File: src/rtl/uart_apb_sequencer.sv
// uart_apb_sequencer: two-requester round-robin APB master for a UART slave.
// Optional ACCESS timeout when UART_APB_SEQ_TIMEOUT_EN is defined.
`default_nettype none

module uart_apb_sequencer #(
  parameter int unsigned TIMEOUT_CYCLES = 64
) (
  input  logic        pclk,
  input  logic        PRESETn,
  input  logic [1:0]  req_valid,
  input  logic [1:0]  req_write,
  input  logic [63:0] req_addr,
  input  logic [63:0] req_wdata,
  output logic [1:0]  req_ready,
  output logic        rsp_valid,
  output logic        rsp_id,
  output logic [31:0] rsp_rdata,
  output logic        rsp_err,
  output logic [31:0] PADDR,
  output logic [31:0] PWDATA,
  output logic        PWRITE,
  output logic [3:0]  PSTRB,
  output logic        PSELx,
  output logic        PENABLE,
  input  logic [31:0] PRDATA,
  input  logic        PREADY
);

  typedef enum logic [1:0] {
    IDLE   = 2'd0,
    SETUP  = 2'd1,
    ACCESS = 2'd2,
    RESP   = 2'd3
  } state_t;

  state_t state, state_next;
  logic   grant;        // doubles as the round-robin "last granted" pointer
  logic   grant_next;
  logic   any_valid;
  logic   accept;
  logic   access_end;
  logic   timed_out;

  // Elaboration-time guard: the range check only consumes the parameter.
  if (TIMEOUT_CYCLES < 2 || TIMEOUT_CYCLES > 65535) begin : g_timeout_out_of_range
  end

  assign any_valid  = |req_valid;
  assign grant_next = (req_valid == 2'b11) ? ~grant : req_valid[1];
  assign accept     = (state == IDLE) && any_valid;
  assign access_end = (state == ACCESS) && (PREADY || timed_out);

`ifdef UART_APB_SEQ_TIMEOUT_EN
  logic [15:0] access_cnt;
  logic        err_flag;

  assign timed_out = (state == ACCESS) && !PREADY &&
                     (access_cnt == 16'(TIMEOUT_CYCLES - 1));

  always_ff @(posedge pclk or posedge PRESETn) begin
    if (PRESETn) begin
      access_cnt <= '0;
      err_flag   <= 1'b0;
    end else begin
      access_cnt <= (state == ACCESS) ? access_cnt + 16'd1 : 16'd0;
      if (access_end) err_flag <= !PREADY;
    end
  end

  assign rsp_err = rsp_valid && err_flag;
`else
  assign timed_out = 1'b0;
  assign rsp_err   = 1'b0;
`endif

  always_comb begin
    state_next = state;
    req_ready  = 2'b00;
    case (state)
      IDLE: begin
        if (any_valid) begin
          state_next = SETUP;
          // Reset forces IDLE, so mask the grant pulse while reset is held.
          if (!PRESETn) req_ready = grant_next ? 2'b10 : 2'b01;
        end
      end
      SETUP:   state_next = ACCESS;
      ACCESS:  if (PREADY || timed_out) state_next = RESP;
      RESP:    state_next = IDLE;
      default: state_next = IDLE;
    endcase
  end

  always_ff @(posedge pclk or posedge PRESETn) begin
    if (PRESETn) begin
      state     <= IDLE;
      grant     <= 1'b1;
      PADDR     <= '0;
      PWDATA    <= '0;
      PWRITE    <= 1'b0;
      PSTRB     <= 4'b0000;
      rsp_rdata <= '0;
    end else begin
      state <= state_next;
      if (accept) begin
        grant  <= grant_next;
        PADDR  <= grant_next ? req_addr[63:32]  : req_addr[31:0];
        PWDATA <= grant_next ? req_wdata[63:32] : req_wdata[31:0];
        PWRITE <= req_write[grant_next];
        PSTRB  <= req_write[grant_next] ? 4'b0001 : 4'b0000;
      end
      if (access_end) rsp_rdata <= (PREADY && !PWRITE) ? PRDATA : 32'd0;
    end
  end

  assign PSELx     = (state == SETUP) || (state == ACCESS);
  assign PENABLE   = (state == ACCESS);
  assign rsp_valid = (state == RESP);
  assign rsp_id    = rsp_valid && grant;

endmodule

`default_nettype wire

File: config.mk
export PLATFORM = sky130hd
export DESIGN_NAME = uart_apb_sequencer
export DESIGN_NICKNAME = d
export VERILOG_FILES = /design/src/rtl/uart_apb_sequencer.sv
export SDC_FILE = /design/constraint.sdc
export NUM_CORES = 1
export LEC_CHECK = 0
export ABC_AREA = 1
export BUFFER_PORTS_ARGS = -buffer_cell sky130_fd_sc_hd__buf_4
export CORE_MARGIN = 4
export CORE_UTILIZATION = 41
export CTS_CLUSTER_DIAMETER = 80
export DETAILED_ROUTE_END_ITERATION = 6
export GPL_TIMING_DRIVEN = 0
export PLACE_DENSITY = 0.82
export SYNTH_ARGS = -nofsm -noshare
export SYNTH_HDL_FRONTEND = slang
export SYNTH_SLANG_ARGS = --single-unit
File: constraint.sdc
create_clock -name pclk -period 3.4 [get_ports pclk]
set_input_delay 0.68 -clock pclk [delete_from_list [all_inputs] [get_ports pclk]]
set_output_delay 0.68 -clock pclk [all_outputs]
set_load 0.005 [all_outputs]
* Word level (Yosys, flattened, before mapping)
Cells that the tools add are included.
** Operators by class
- Add/subtract/negate cells :: 0
- $mul :: 0
- Div/mod/pow operators :: 0
- Muxes and demuxes :: 14
- Reductions and logical operators :: 9
- Equality and inequality tests :: 6
- Magnitude comparators :: 1
- Bitwise logic cells :: 1
- Shift operators :: 0
** Operators with widths (number)
- $mux 32 :: 3
- $mux 2 :: 6
- $pmux 2 s4 :: 1
- $eq 2x2->1 const B :: 3
- $logic_and 1x1->1 :: 4
- $mux 1 :: 4
- $eq 2x1->1 const B :: 1
- $logic_not 2->1 :: 1
- $lt 1x2->1 const B :: 1
- $ne 2x1->1 const B :: 1
- $ne 2x2->1 const B :: 1
- $reduce_and 2->1 :: 1
- $reduce_or 2->1 :: 1
- $logic_not 1->1 :: 1
- $logic_or 1x1->1 :: 1
- $not 1->1 :: 1
** Storage, ports and cells
- Memories kept :: 0
- Register bits after elaboration :: 104
- Word-level logic and storage cells :: 38
- Output and inout port bits :: 108
- Bits in latches :: 0
- Bits in writable memories :: 0
- Input bits :: 167
- Memory bits (read-only) :: 0

* Depth between registers and ports, before layout
- Word-level depth :: 6
- Mapped depth :: 8
- Depth with buffers taken out :: 6

* Least setup slack after synthesis
OpenSTA, ideal clock, no wires.
- Path kind :: input -> output
- From :: input port req_valid[0]
- To :: output port req_ready[0]
- Path buffers :: 1
- Slack :: 1.526 ns
- Data required time :: 2.720 ns
- Stages on the path :: 5
- Arrival time :: 1.194 ns
- Path through :: nand2_1 nand2_1 buf_2 inv_2 nor3_1
** On the way
- Word-level cells in the longest chain between the ends :: 6
- Elaborated cells on any way between the ends :: 7
- Those cells by class :: eq/ne: 1; mux: 5; reduce/logical: 1
** Ends and longest elaborated chain
- start: declaration :: RTL line 10 : input logic [1:0] req_valid,
- $eq 2x2->1 :: RTL line 49 : assign grant_next = (req_valid == 2'b11) ? ~grant : req_valid[1];
- $mux 1 :: RTL line 49
- $mux 2 (2 in series) :: RTL line 84 : if (!PRESETn) req_ready = grant_next ? 2'b10 : 2'b01;
- $mux 2 * :: RTL line 81 : if (any_valid) begin
- $mux 2 * :: RTL line 79 : case (state)
- end: declaration :: RTL line 14 : output logic [1:0] req_ready,
Mark *: on every way between the ends. The rest lies on a longest branch, timed or not.

* Final worst setup path
- From :: register state[0]
- To :: output port req_ready[0]
** On the way
- Word-level cells in the longest chain between the ends :: 2
** Ends and longest elaborated chain
- start: declaration :: RTL line 36 : state_t state, state_next;
- start signal: assignment :: RTL line 104 : state <= state_next;
- $logic_not 2->1 :: RTL line 79
- $mux 2 :: RTL line 79
Every way passes these cells.

==> summary.txt <==
Status
  • Status: finished, final reports clean

Critical path
  • R2r endpoint: PWDATA[27]$_DFFE_PP0P_
  • Critical Path Sink Type: output port
  • Reg2reg path depth: 7
  • CP max stage cell: dfrtp_1
  • CP Cell Sequence: inv_1, ha_1, o21ai_1, buf_2, nor3_1, buf_4
  • CP max stage delay: approximately 0.40 ns
  • Critical R2R Launch: state[0]$_DFFE_PP0P_
  • Crit path DAT: about 1.8 ns
  • Setup CP Type: flop to output port
  • Delay-heaviest family, CP: buffers and inverters
  • CP Launch Point: state[0]$_DFFE_PP0P_
  • CP endpoint: req_ready[0]
  • WP data required: approximately 2.7 ns
  • Flop2flop setup slack: roughly 1.7 ns
  • CP startpoint kind: flop
  • Stages on worst setup path: 6
  • CP Max Fanout: 10
  • Buf/Inv on CP: 3

Synth
  • Ys Warns: 0
  • FF+latch count, synth: 100
  • Synth unique cells: 16
  • Post-Syn Instances: 735
  • Syn Area/Cell: 7.06 sq um
  • Post-synthesis sequential area ratio: 48.3%
  • Post-synthesis cell area: between 5000 and 6000 sq um

Routing
  • Remaining DRCs: 0
  • Routed wire per std cell: around 14 um
  • Vias: between 5000 and 6000
  • Initial detailed-routing violation count: between 300 and 400
  • Routed WL: 16200 um
  • Vias per cell: approximately 4.6
  • Post-DRT Antenna Nets: 0
  • 1st-pass router iterations: 4

Place
  • DP HPWL: roughly 13000 um
  • Dpl ws: 1.08 ns
  • Dpl cells: ~1200
  • GP Congestion: ~0.87
  • PortBufs: 270
  • Area after DPL: around 7500 sq um

Clock network
  • # H-tree levels: 3
  • CTS Buf Count: 9
  • CTS tree: done
  • Setup Buffers After CTS: 0
  • Resized Gates After CTS: 0
  • # clock sinks: 100
  • Skew-Pair Late Insertion Delay: 0.34 ns
  • Root Driver: clkbuf_16
  • Hold-fix buffers, CTS: 0
  • Clock tree buffer depth: 2
  • Reg clk slew, reported paths: approximately 0.070 ns

Power
  • Power per cell area: between 700 and 800 nW/um^2
  • Reg power frac: between 30% and 40%
  • Sw power: between 2 and 2.5 mW
  • Clock power frac: ~18%
  • Static Leak: 4.70 nW
  • Worst vdd rail ir drop: 0.362 mV
  • Internal: 3.75 mW
  • Switch share: 36.9%
  • Comb power frac: a little under half

STA
  • Worst hold slack: roughly 0.45 ns
  • Slew @ Worst Pin: approximately 0.65 ns
  • Hold Vio Cnt, Final: 0
  • Final min period: around 2.5 ns
  • Slew Limit Fails: 0
  • Fin crit share: approximately 72%
  • Max_slew headroom: 57.0%
  • Max Clk Rate: 0.406 GHz
  • Setup violations, final: 0
  • RSZ-0062 raised after global routing: no
  • Worst clock skew: 0.0113 ns
  • Final worst slack: roughly 0.94 ns

Floorplan
  • Initial Util: about 42%
  • Die width: about 120 um
  • DIE AREA: between 10000 and 15000 sq um
  • Die Y-Extent: about 120 um
  • Site Rows: 40
  • Core area: roughly 12000 sq um
  • I/O Pins: 275

Global route
  • Total global routing overflow: 0
  • First-pass GRT wire length: 25400 um
  • Vias in the first global route: ~5300
  • Largest net degree at the start of global routing: 52
  • Initial antenna violation count: 0
  • Total track usage: between 20% and 30%

Job
  • Max_cap viols: 0

Cells and area
  • Share of cells above drive strength 1: a little under a third
  • Layout Cells excl Fill: 1193
  • Diode count: 0
  • Layout area overhead: 49.8%
  • Finished Cell Area: between 7000 and 8000 sq um
  • Final Net Count: about 1200

Worst hold path
  • Hold Path Class: input pin to asynchronous set/reset pin
## sequential cells by signal, summed over array words and instances, names as in the netlist
register and flops:
rsp_rdata 32, PWDATA 32, grant 1, state 2, PADDR 32, PWRITE 1
## through the flow
step | power [mW] | TNS [ns] | util [%]
after floorplan | 3.40 | 0 | -
after global placement | 4.86 | -111.28 | 60.9
after detailed placement | 4.95 | 0 | 61.1
after CTS | 6.00 | 0 | 63.6
after global routing | 6.42 | 0 | 63.6
final | 5.94 | 0 | 63.6
## Yosys cell counts
| cell type | count | share of area (%) |
|---|---|---|
| ha_1 | 4 | 0.97 |
| inv_2 | 1 | 0.072 |
| buf_4 | 7 | 1.0 |
| o21ai_1 | 1 | 0.096 |
| nor2_1 | 3 | 0.22 |
| dfrtp_1 | 99 | 48 |
| buf_2 | 22 | 2.1 |
| conb_1 | 1 | 0.072 |
| or2_2 | 1 | 0.12 |
| dfstp_2 | 1 | 0.51 |
| inv_1 | 137 | 9.9 |
| o21ai_0 | 32 | 3.1 |
| nand2_1 | 273 | 20 |
| nand3_1 | 132 | 13 |
| nor3_1 | 1 | 0.096 |
| clkbuf_1 | 20 | 1.4 |
## worst min path at each step
stage	start	end	slack [ns]	cells past startpoint
final	PRESETn	state[1]$_DFFE_PP0P_	0.45	2
after CTS	PRESETn	rsp_rdata[16]$_DFFE_PP0P_	0.48	2
after global routing	PWDATA[14]$_DFFE_PP0P_	PWDATA[14]$_DFFE_PP0P_	0.50	2
after detailed placement	PWDATA[14]$_DFFE_PP0P_	PWDATA[14]$_DFFE_PP0P_	0.47	2
after global placement	PWDATA[7]$_DFFE_PP0P_	PWDATA[7]$_DFFE_PP0P_	0.46	2
after floorplan	grant$_DFFE_PP1P_	grant$_DFFE_PP1P_	0.46	2
## routing by layer
metal | global-route usage, % | up-vias | wire [um]
met5 | 0 | - | 0
met4 | 10.6 | 0 | 614
met3 | 4.16 | 41 | 1150
met2 | 35.6 | 191 | 7880
met1 | 27.7 | 2460 | 6520
li1 | - | 2772 | -
## power by group through the flow
stage                     Clock, mW  Combinational (mW)  Sequential [mW]
final                          1.04                2.79             2.11
after floorplan                   0                1.24             2.16
after global placement            0                2.75             2.11
after CTS                      1.05                2.83             2.11
after global routing           1.11                3.12             2.19
after detailed placement          0                2.82             2.12
## final cells by class
cell class	instances	area, sq um
flip-flops and latches	100	2500
multi-input cells	451	1940
repair buffers	271	2050
well taps	168	210
inverters	138	520
plain buffers	49	238
clock buffers	11	243
fillers	1115	4440
clock inverters	5	60.1
## logic make-up (layout without fill, tap and decap cells)
group,after synthesis,in the layout,synth area share (%)
simple gates,410,410,32.9
buf+inv,187,474,14.6
flops,100,100,48.3
compound gates,33,33,3.18
fa+ha+maj,4,4,0.965
other cells,1,4,0.0723
## cells in the final DEF (no fill, tap or decap), drive strengths merged
cell and instances:
o21ai 33, clkinvlp 1, clkbuf 31, inv 139, nand2 273, buf 300
bufinv 1, dfrtp 99, nor2 3, nor3 1, or2 1, nand3 132
dfstp 1, ha 4, clkinv 2, conb 4
Note: power is estimated with default switching activity, not from simulation.
